File: src/rtl/vga_pkg.sv
// vga_pkg: constants and PS/2 receiver state encoding shared by ps2_rx, keyboard_decode and benches
package vga_pkg;
   localparam int PS2_FRAME_DATA_BITS = 8;
   localparam logic [7:0] PS2_BREAK_CODE = 8'hF0;
   typedef enum logic [1:0] {IDLE, DATA, PARITY, STOP} ps2_state_t;
endpackage

File: src/rtl/ps2_clk_filter.sv
// ps2_clk_filter: synchronises the PS/2 pins, debounces ps2_clk and flags its falling edges
//   clk, rst        system clock, synchronous active-high reset
//   ps2_clk         raw PS/2 clock pin (asynchronous, idle high)
//   ps2_data        raw PS/2 data pin (asynchronous, idle high)
//   fall_tick       one-cycle pulse on each filtered 1->0 transition of ps2_clk
//   data_sync       synchronised ps2_data
module ps2_clk_filter #(
   parameter int FILTER_LEN = 8
) (
   input  logic clk,
   input  logic rst,
   input  logic ps2_clk,
   input  logic ps2_data,
   output logic fall_tick,
   output logic data_sync
);
   logic [1:0]            r_clk_sync;
   logic [1:0]            r_data_sync;
   logic [FILTER_LEN-1:0] r_hist;
   logic                  r_filt;
   logic                  r_fall;
   logic [FILTER_LEN-1:0] w_hist;
   logic                  w_filt;
   // the filtered level only moves when the whole sample window agrees
   always_comb begin
      w_hist = {r_hist[FILTER_LEN-2:0], r_clk_sync[1]};
      w_filt = (&w_hist) ? 1'b1 : (~|w_hist) ? 1'b0 : r_filt;
   end
   // everything presets to the idle-high line so no edge follows reset
   always_ff @(posedge clk) begin
      if (rst) begin
         r_clk_sync  <= '1;
         r_data_sync <= '1;
         r_hist      <= '1;
         r_filt      <= 1'b1;
         r_fall      <= 1'b0;
      end else begin
         r_clk_sync  <= {r_clk_sync[0], ps2_clk};
         r_data_sync <= {r_data_sync[0], ps2_data};
         r_hist      <= w_hist;
         r_filt      <= w_filt;
         r_fall      <= r_filt & ~w_filt;
      end
   end
   assign fall_tick = r_fall;
   assign data_sync = r_data_sync[1];
endmodule

File: src/rtl/ps2_rx.sv
// ps2_rx: PS/2 device-to-host receiver assembling 11-bit frames into bytes
//   clk, rst        system clock, synchronous active-high reset
//   ps2_clk         raw PS/2 clock pin
//   ps2_data        raw PS/2 data pin
//   rx_en           accept new frames (checked only when idle)
//   rx_done_tick    one-cycle pulse, dout holds a new valid byte
//   dout            last valid byte, held until the next valid frame
//   rx_err          one-cycle pulse on parity, stop or timeout error
module ps2_rx
   import vga_pkg::*;
#(
   parameter int FILTER_LEN  = 8,
   parameter int TIMEOUT_CYC = 130000
) (
   input  logic       clk,
   input  logic       rst,
   input  logic       ps2_clk,
   input  logic       ps2_data,
   input  logic       rx_en,
   output logic       rx_done_tick,
   output logic [7:0] dout,
   output logic       rx_err
);
   localparam int TW = $clog2(TIMEOUT_CYC + 1);
   ps2_state_t r_state, w_state_nxt;
   logic [2:0]    r_bit_cnt;
   logic [7:0]    r_shift;
   logic          r_parity;
   logic [TW-1:0] r_tcnt;
   logic [7:0]    r_dout;
   logic          r_done;
   logic          r_err;
   logic          w_fall;
   logic          w_data;
   logic          w_timeout;
   logic          w_edge;
   logic          w_done;
   logic          w_err;
   ps2_clk_filter #(.FILTER_LEN(FILTER_LEN)) u_filter (
      .clk       (clk),
      .rst       (rst),
      .ps2_clk   (ps2_clk),
      .ps2_data  (ps2_data),
      .fall_tick (w_fall),
      .data_sync (w_data)
   );
   // a timeout in the same cycle as an edge wins and the edge is dropped
   always_comb begin
      w_state_nxt = r_state;
      w_done      = 1'b0;
      w_err       = 1'b0;
      w_timeout   = (r_state != IDLE) && (r_tcnt == TW'(TIMEOUT_CYC - 1));
      w_edge      = w_fall && !w_timeout;
      if (w_timeout) begin
         w_state_nxt = IDLE;
         w_err       = 1'b1;
      end else if (w_fall) begin
         case (r_state)
            IDLE:    w_state_nxt = (rx_en && !w_data) ? DATA : IDLE;
            DATA:    w_state_nxt = (r_bit_cnt == 3'd7) ? PARITY : DATA;
            PARITY:  w_state_nxt = STOP;
            default: begin
               w_state_nxt = IDLE;
               w_done      = w_data && (^{r_shift, r_parity});
               w_err       = !w_done;
            end
         endcase
      end
   end
   always_ff @(posedge clk) begin
      if (rst) begin
         r_state   <= IDLE;
         r_bit_cnt <= '0;
         r_shift   <= '0;
         r_parity  <= 1'b0;
         r_tcnt    <= '0;
         r_dout    <= '0;
         r_done    <= 1'b0;
         r_err     <= 1'b0;
      end else begin
         r_state <= w_state_nxt;
         r_done  <= w_done;
         r_err   <= w_err;
         r_tcnt  <= (r_state == IDLE || w_fall) ? '0 : r_tcnt + 1'b1;
         if (w_done) r_dout <= r_shift;
         if (w_edge && r_state == IDLE) r_bit_cnt <= '0;
         if (w_edge && r_state == DATA) begin
            r_shift   <= {w_data, r_shift[7:1]};
            r_bit_cnt <= r_bit_cnt + 3'd1;
         end
         if (w_edge && r_state == PARITY) r_parity <= w_data;
      end
   end
   assign rx_done_tick = r_done;
   assign rx_err       = r_err;
   assign dout         = r_dout;
endmodule

File: config.mk
export PLATFORM = sky130hd
export DESIGN_NAME = ps2_rx
export DESIGN_NICKNAME = d
export VERILOG_FILES = /design/src/rtl/vga_pkg.sv /design/src/rtl/ps2_clk_filter.sv /design/src/rtl/ps2_rx.sv
export SDC_FILE = /design/constraint.sdc
export NUM_CORES = 1
export LEC_CHECK = 0
export ABC_AREA = 1
export ABC_CLOCK_PERIOD_IN_PS = 1550
export BUFFER_PORTS_ARGS = -buffer_cell sky130_fd_sc_hd__buf_4
export CAP_MARGIN = 20
export CORE_MARGIN = 8
export CORE_UTILIZATION = 45
export CTS_CLUSTER_DIAMETER = 120
export CTS_CLUSTER_SIZE = 12
export DETAILED_ROUTE_END_ITERATION = 8
export PLACE_DENSITY_LB_ADDON = 0.25
export SYNTH_ARGS = -nofsm -noshare
export SYNTH_HDL_FRONTEND = slang
export SYNTH_HIERARCHICAL = 1
export SYNTH_SLANG_ARGS = --single-unit
File: constraint.sdc
create_clock -name clk -period 1.55 [get_ports clk]
set_input_delay 0.0775 -clock clk [delete_from_list [all_inputs] [get_ports clk]]
set_output_delay 0.0775 -clock clk [all_outputs]
set_load 0.03 [all_outputs]
Word-level counts from Yosys, hierarchy flattened. Index checks and enable logic that the tools add are counted. W data, S select, Z words.

Output and inout bits: 10. Bits in registers: 54. Logic and storage cells: 54.

Mux-type cells: 13. Equality and inequality tests: 4. Bitwise logic cells: 2. Reduce and logical (&&, ||, !) cells: 20. $add $sub $neg: 2.

Operator list (count): $add A17 B1 Y17 const B (1); $eq A17 B17 Y1 const B (1); $mux W1 (9); $reduce_xor A9 Y1 (1); $reduce_and A8 Y1 (1); $reduce_or A8 Y1 (1); $logic_and A1 B1 Y1 (7); $mux W3 (2); $pmux W2 S3 (1); $reduce_bool A2 Y1 (2); $reduce_or A2 Y1 (2); $add A3 B1 Y3 const B (1); $eq A3 B3 Y1 const B (1); $logic_not A1 Y1 (3); $reduce_or A3 Y1 (1); $eq A2 B1 Y1 const B (1); $eq A2 B2 Y1 const B (1); $logic_not A2 Y1 (1); $mux W2 (1); $and A1 B1 Y1 (1); $logic_or A1 B1 Y1 (1); $not A1 Y1 (1).

Logic depth before layout (Yosys ltp).
Depth after elaboration: 7. Mapped depth: 13.

By module. The synthesis kept the hierarchy.

By module, submodules not included: ps2_rx (instances 1, cells an instance 275, area each 1989.4 um^2, sequential area each 820.8 um^2); ps2_clk_filter (instances 1, cells an instance 44, area each 416.6 um^2, sequential area each 260.2 um^2).

Worst setup path before layout. Ideal clock, no wire load.

Kind: flip-flop to flip-flop. Start point: reg r_tcnt[0]. End point: reg r_shift[7]. Period minus slack after synthesis: 1455 ps. Arrival time: 1389 ps. Library setup time: 66 ps. Slack: 95 ps. Stages on the path, launching flop included: 11. Cell sequence: dfxtp_1 -> ha_1 -> nand2_1 -> inv_1 -> nand2_1 -> nor2_1 -> nand3_2 -> nand4_4 -> buf_6 -> o21ai_2 -> a21oi_2.

Cells in the longest elaborated chain, start to end: 5.

Ends and longest elaborated chain: from (decl) (RTL line ps2_rx.sv:29) `logic [TW-1:0] r_tcnt;`; from (signal assigned) (RTL line ps2_rx.sv:84) `r_tcnt <= (r_state == IDLE || w_fall) ? '0 : r_tcnt + 1'b1;`; $eq A17 B17 Y1 (RTL line ps2_rx.sv:52) `w_timeout = (r_state != IDLE) && (r_tcnt == TW'(TIMEOUT_CYC - 1));`; $logic_and A1 B1 Y1 (RTL line ps2_rx.sv:52); $logic_not A1 Y1 (RTL line ps2_rx.sv:53) `w_edge = w_fall && !w_timeout;`; $logic_and A1 B1 Y1 (RTL line ps2_rx.sv:53); $logic_and A1 B1 Y1 (RTL line ps2_rx.sv:87) `if (w_edge && r_state == DATA) begin`; to (signal assigned) (RTL line ps2_rx.sv:88) `r_shift <= {w_data, r_shift[7:1]};`; to (decl) (RTL line ps2_rx.sv:27) `logic [7:0] r_shift;`.

No other way between the ends. A chain may end at the register's enable or synchronous reset.

Worst setup path in the final report.
Start point: reg r_tcnt[1]. End point: reg r_tcnt[16].

Cells in the longest elaborated chain, start to end: 1.

Ends and longest elaborated chain (RTL line): $add A17 B1 Y17 (ps2_rx.sv:84).

No other way between the ends.

==> out/metrics.yaml <==
drtIter0Drc: 96
grt_pass1_vias: 1850
drv_cap: 0
hold_violations: 0
status: "finished, final reports clean"
cts_tree: "done"
grt_pass1_wl_um: 7870
synthArstFlopShare: 0
start_kind: "flop"
worstReg2RegEnd: "r_tcnt[16]$_SDFF_PP0_"
seq_area_um2: 1090
yosys_warnings: 6
postRouteAntennaNets: 0
postPlaceCellArea_um2: 2760
final_layout_size_suffix_gt1_frac: 0.293
cts_made_buffers: 5
synth-edff-count: 0
pwr-share-comb: 0.026
synth-seq-area-share: 0.449
crit-reg2reg-launch: "r_tcnt[1]$_SDFF_PP0_"
die_h_um: 89.1
synth_cells: 319
ctsRootBufferMaster: "clkbuf_8"
grt.overflow.total: 0
path_clk_slew_ps: 90
port_buffers: 14
fillerInstances: 499
pwr-share-clk: 0.350
gp_congestion: 0.831
fp.dieW_um: 89.1
cts_buffer_depth: 2
dp_hpwl_um: 3380
min_period_ps: 1540
p_seq_frac: 0.624
drc: 0
n_antenna_cell: 0
io_pins: 15
setup_violations: 0
place_inst: 424
grt_use_met1: 0.161
htree_levels: 2
p_int_mw: 1.74
fin_crit_sh: 0.992
p_leak_nw: 1.29
row_count: 26
grt_usage: 0.125
tightest_slew_ps: 326
final_cell_mix: "nand2_1 (64), dfxtp_1 (46), buf_4 (44)"
initial_core_util: 0.468
rsz0062_at_grt: "yes"
cp.required_ps: 1750
arrival_ps: 1740
synth_area_per_cell_um2: 7.54
worstPathMaxFanout: 3
grt_max_degree: 19
min_path_type: "in -> reg"
insertion_delay_ps: 310
mostFrequentLayoutCell: "nand2_1"
slew_violations: 0
skew_ps: 14.1
gr-max-usage-layer: "met2"
antenna_found_initial: 0
slew_headroom: 0.783
die_area_um2: 7940
ys_ff_latch: 54
utilization: 0.605
p_sw_mw: 0.498
wl_per_cell_um: 11.3
gr-usage-met3: 0.0322
swShare: 0.223
clock-sinks: 54
final_cells: 442
ff2ff_setup_slack_ps: 10
post-route-cell-area_um2: 3110
area_growth_pct: 29.3
coreArea_um2: 5140
critPathCaptureType: "flop"
syn-num-nets: 327
peakVddDrop_v: 0.000541
endpoint: "r_tcnt[16]$_SDFF_PP0_"
multi_input_area_um2: 1310
p_total_mw: 2.24
cp-startpoint: "r_tcnt[1]$_SDFF_PP0_"
netlist_area_um2: 2410
synthDistinctLibCells: 33
power.density_nw_per_um2: 719
dr.pass1.iters: 4
detail_route.vias_per_cell: 4.81
grtUsageMet2: 0.198
synth_ff_type: "dfxtp_1"
vias: 2125
routed_wl_um: 4990
ff2ff_path_depth: 11
nets: 379
path_class: "reg -> reg"
max_freq_mhz: 651
## critical path, stage by stage (launching register included)
cell     delay (ps)
dfxtp_2         370
ha_4            150
nand2_4          60
buf_6           120
nor3_4          120
nand3_2         120
nor2_4          130
nand2_2          80
nor2_4          110
nand3_2          70
nand2_1          70
nor2_1           40
## registers in the layout, summed over array words and instances (netlist names)
| register | cells |
|---|---|
| rx_err | 1 |
| r_state | 2 |
| u_filter/r_hist | 7 |
| rx_done_tick | 1 |
| r_parity | 1 |
| u_filter/fall_tick | 1 |
| r_shift | 8 |
| r_tcnt | 17 |
| u_filter/r_data_sync | 2 |
| u_filter/r_clk_sync | 2 |
| r_bit_cnt | 3 |
| u_filter/r_filt | 1 |
| dout | 8 |
## synthesized netlist by cell type, types with 2 or more instances
cell type / instances / area [µm²]
nor3_1: 2 / 10.0
xor2_1: 6 / 52.6
inv_1: 33 / 124
nand4_1: 10 / 62.6
nand3_2: 3 / 30.0
ha_1: 3 / 37.5
a211oi_1: 2 / 15.0
or2_1: 4 / 25.0
buf_2: 3 / 15.0
inv_2: 3 / 11.3
nor2_2: 4 / 25.0
dfxtp_1: 54 / 1080
buf_6: 3 / 33.8
nand3_1: 11 / 55.1
nand2_1: 72 / 270
o21ai_0: 17 / 85.1
a21oi_1: 23 / 115
or2_2: 7 / 43.8
xnor2_1: 5 / 43.8
nor2_1: 41 / 154
## cell type report
type	count	share of cell area
clock inverter	3	0.00684
multi-input combinational	223	0.420
inverter	37	0.0455
tap	70	0.0282
sequential	54	0.351
timing repair buffer	50	0.127
clock buffer	5	0.0221
## through the flow
stage / setup slack [ps] / setup TNS, ps / hold slack (ps)
after floorplan: 94.5 / 0 / 147
after global placement: -60.3 / -458 / 256
after detailed placement: -114 / -1070 / 260
after CTS: -33.5 / -67.3 / 254
after global routing: -105 / -1100 / 284
final: 13.0 / 0 / 244
## repair_timing
item	in CTS	in global routing
gates cloned	0	2
gates resized for setup	13	33
hold buffers	3	0
hold endpoints to repair	3	0
setup buffers	0	5
pin swaps	2	11
endpoints found under the setup margin	21	28
## how the worst min path moves through the flow
stage          startpoint                            endpoint  slack (ps)  cells after the start
3_5_place_dp     ps2_data  u_filter/r_data_sync[0]$_SDFF_PP1_         260                      2
5_1_grt             rx_en             r_state[0]$_SDFFE_PP0P_         280                      5
2_1_floorplan         rst           r_bit_cnt[1]$_SDFFE_PP0P_         150                      1
6_report            rx_en             r_state[0]$_SDFFE_PP0P_         240                      5
4_1_cts             rx_en             r_state[0]$_SDFFE_PP0P_         250                      5
3_3_place_gp     ps2_data  u_filter/r_data_sync[0]$_SDFF_PP1_         260                      2
## routing by layer
metal,wire (µm),vias up,part of all wire
li1,-,1134,-
met1,2330,933,0.47
met2,2290,43,0.46
met3,251,15,0.050
met4,117,0,0.023
met5,0,-,0
## logic make-up (layout without fill, tap and decap cells)
logic type | count (synthesis) | after routing | share of synthesized area
AOI/OAI and AO/OA | 47 | 47 | 0.105
and+or+nand+nor | 160 | 162 | 0.311
xor gates and xnor gates | 11 | 11 | 0.0400
DFF | 54 | 54 | 0.449
adders and majority gates | 3 | 3 | 0.0156
buffers and inverters | 44 | 95 | 0.0796
## power by group through the flow
stage               logic, mW  registers, mW  clock network (mW)
floorplan              0.0324           1.43                   0
global placement       0.0514           1.43                   0
detailed placement     0.0518           1.43                   0
CTS                    0.0578           1.40               0.811
global route           0.0650           1.40               0.855
finish                 0.0578           1.40               0.782
Power figures use the tool's default switching activity.
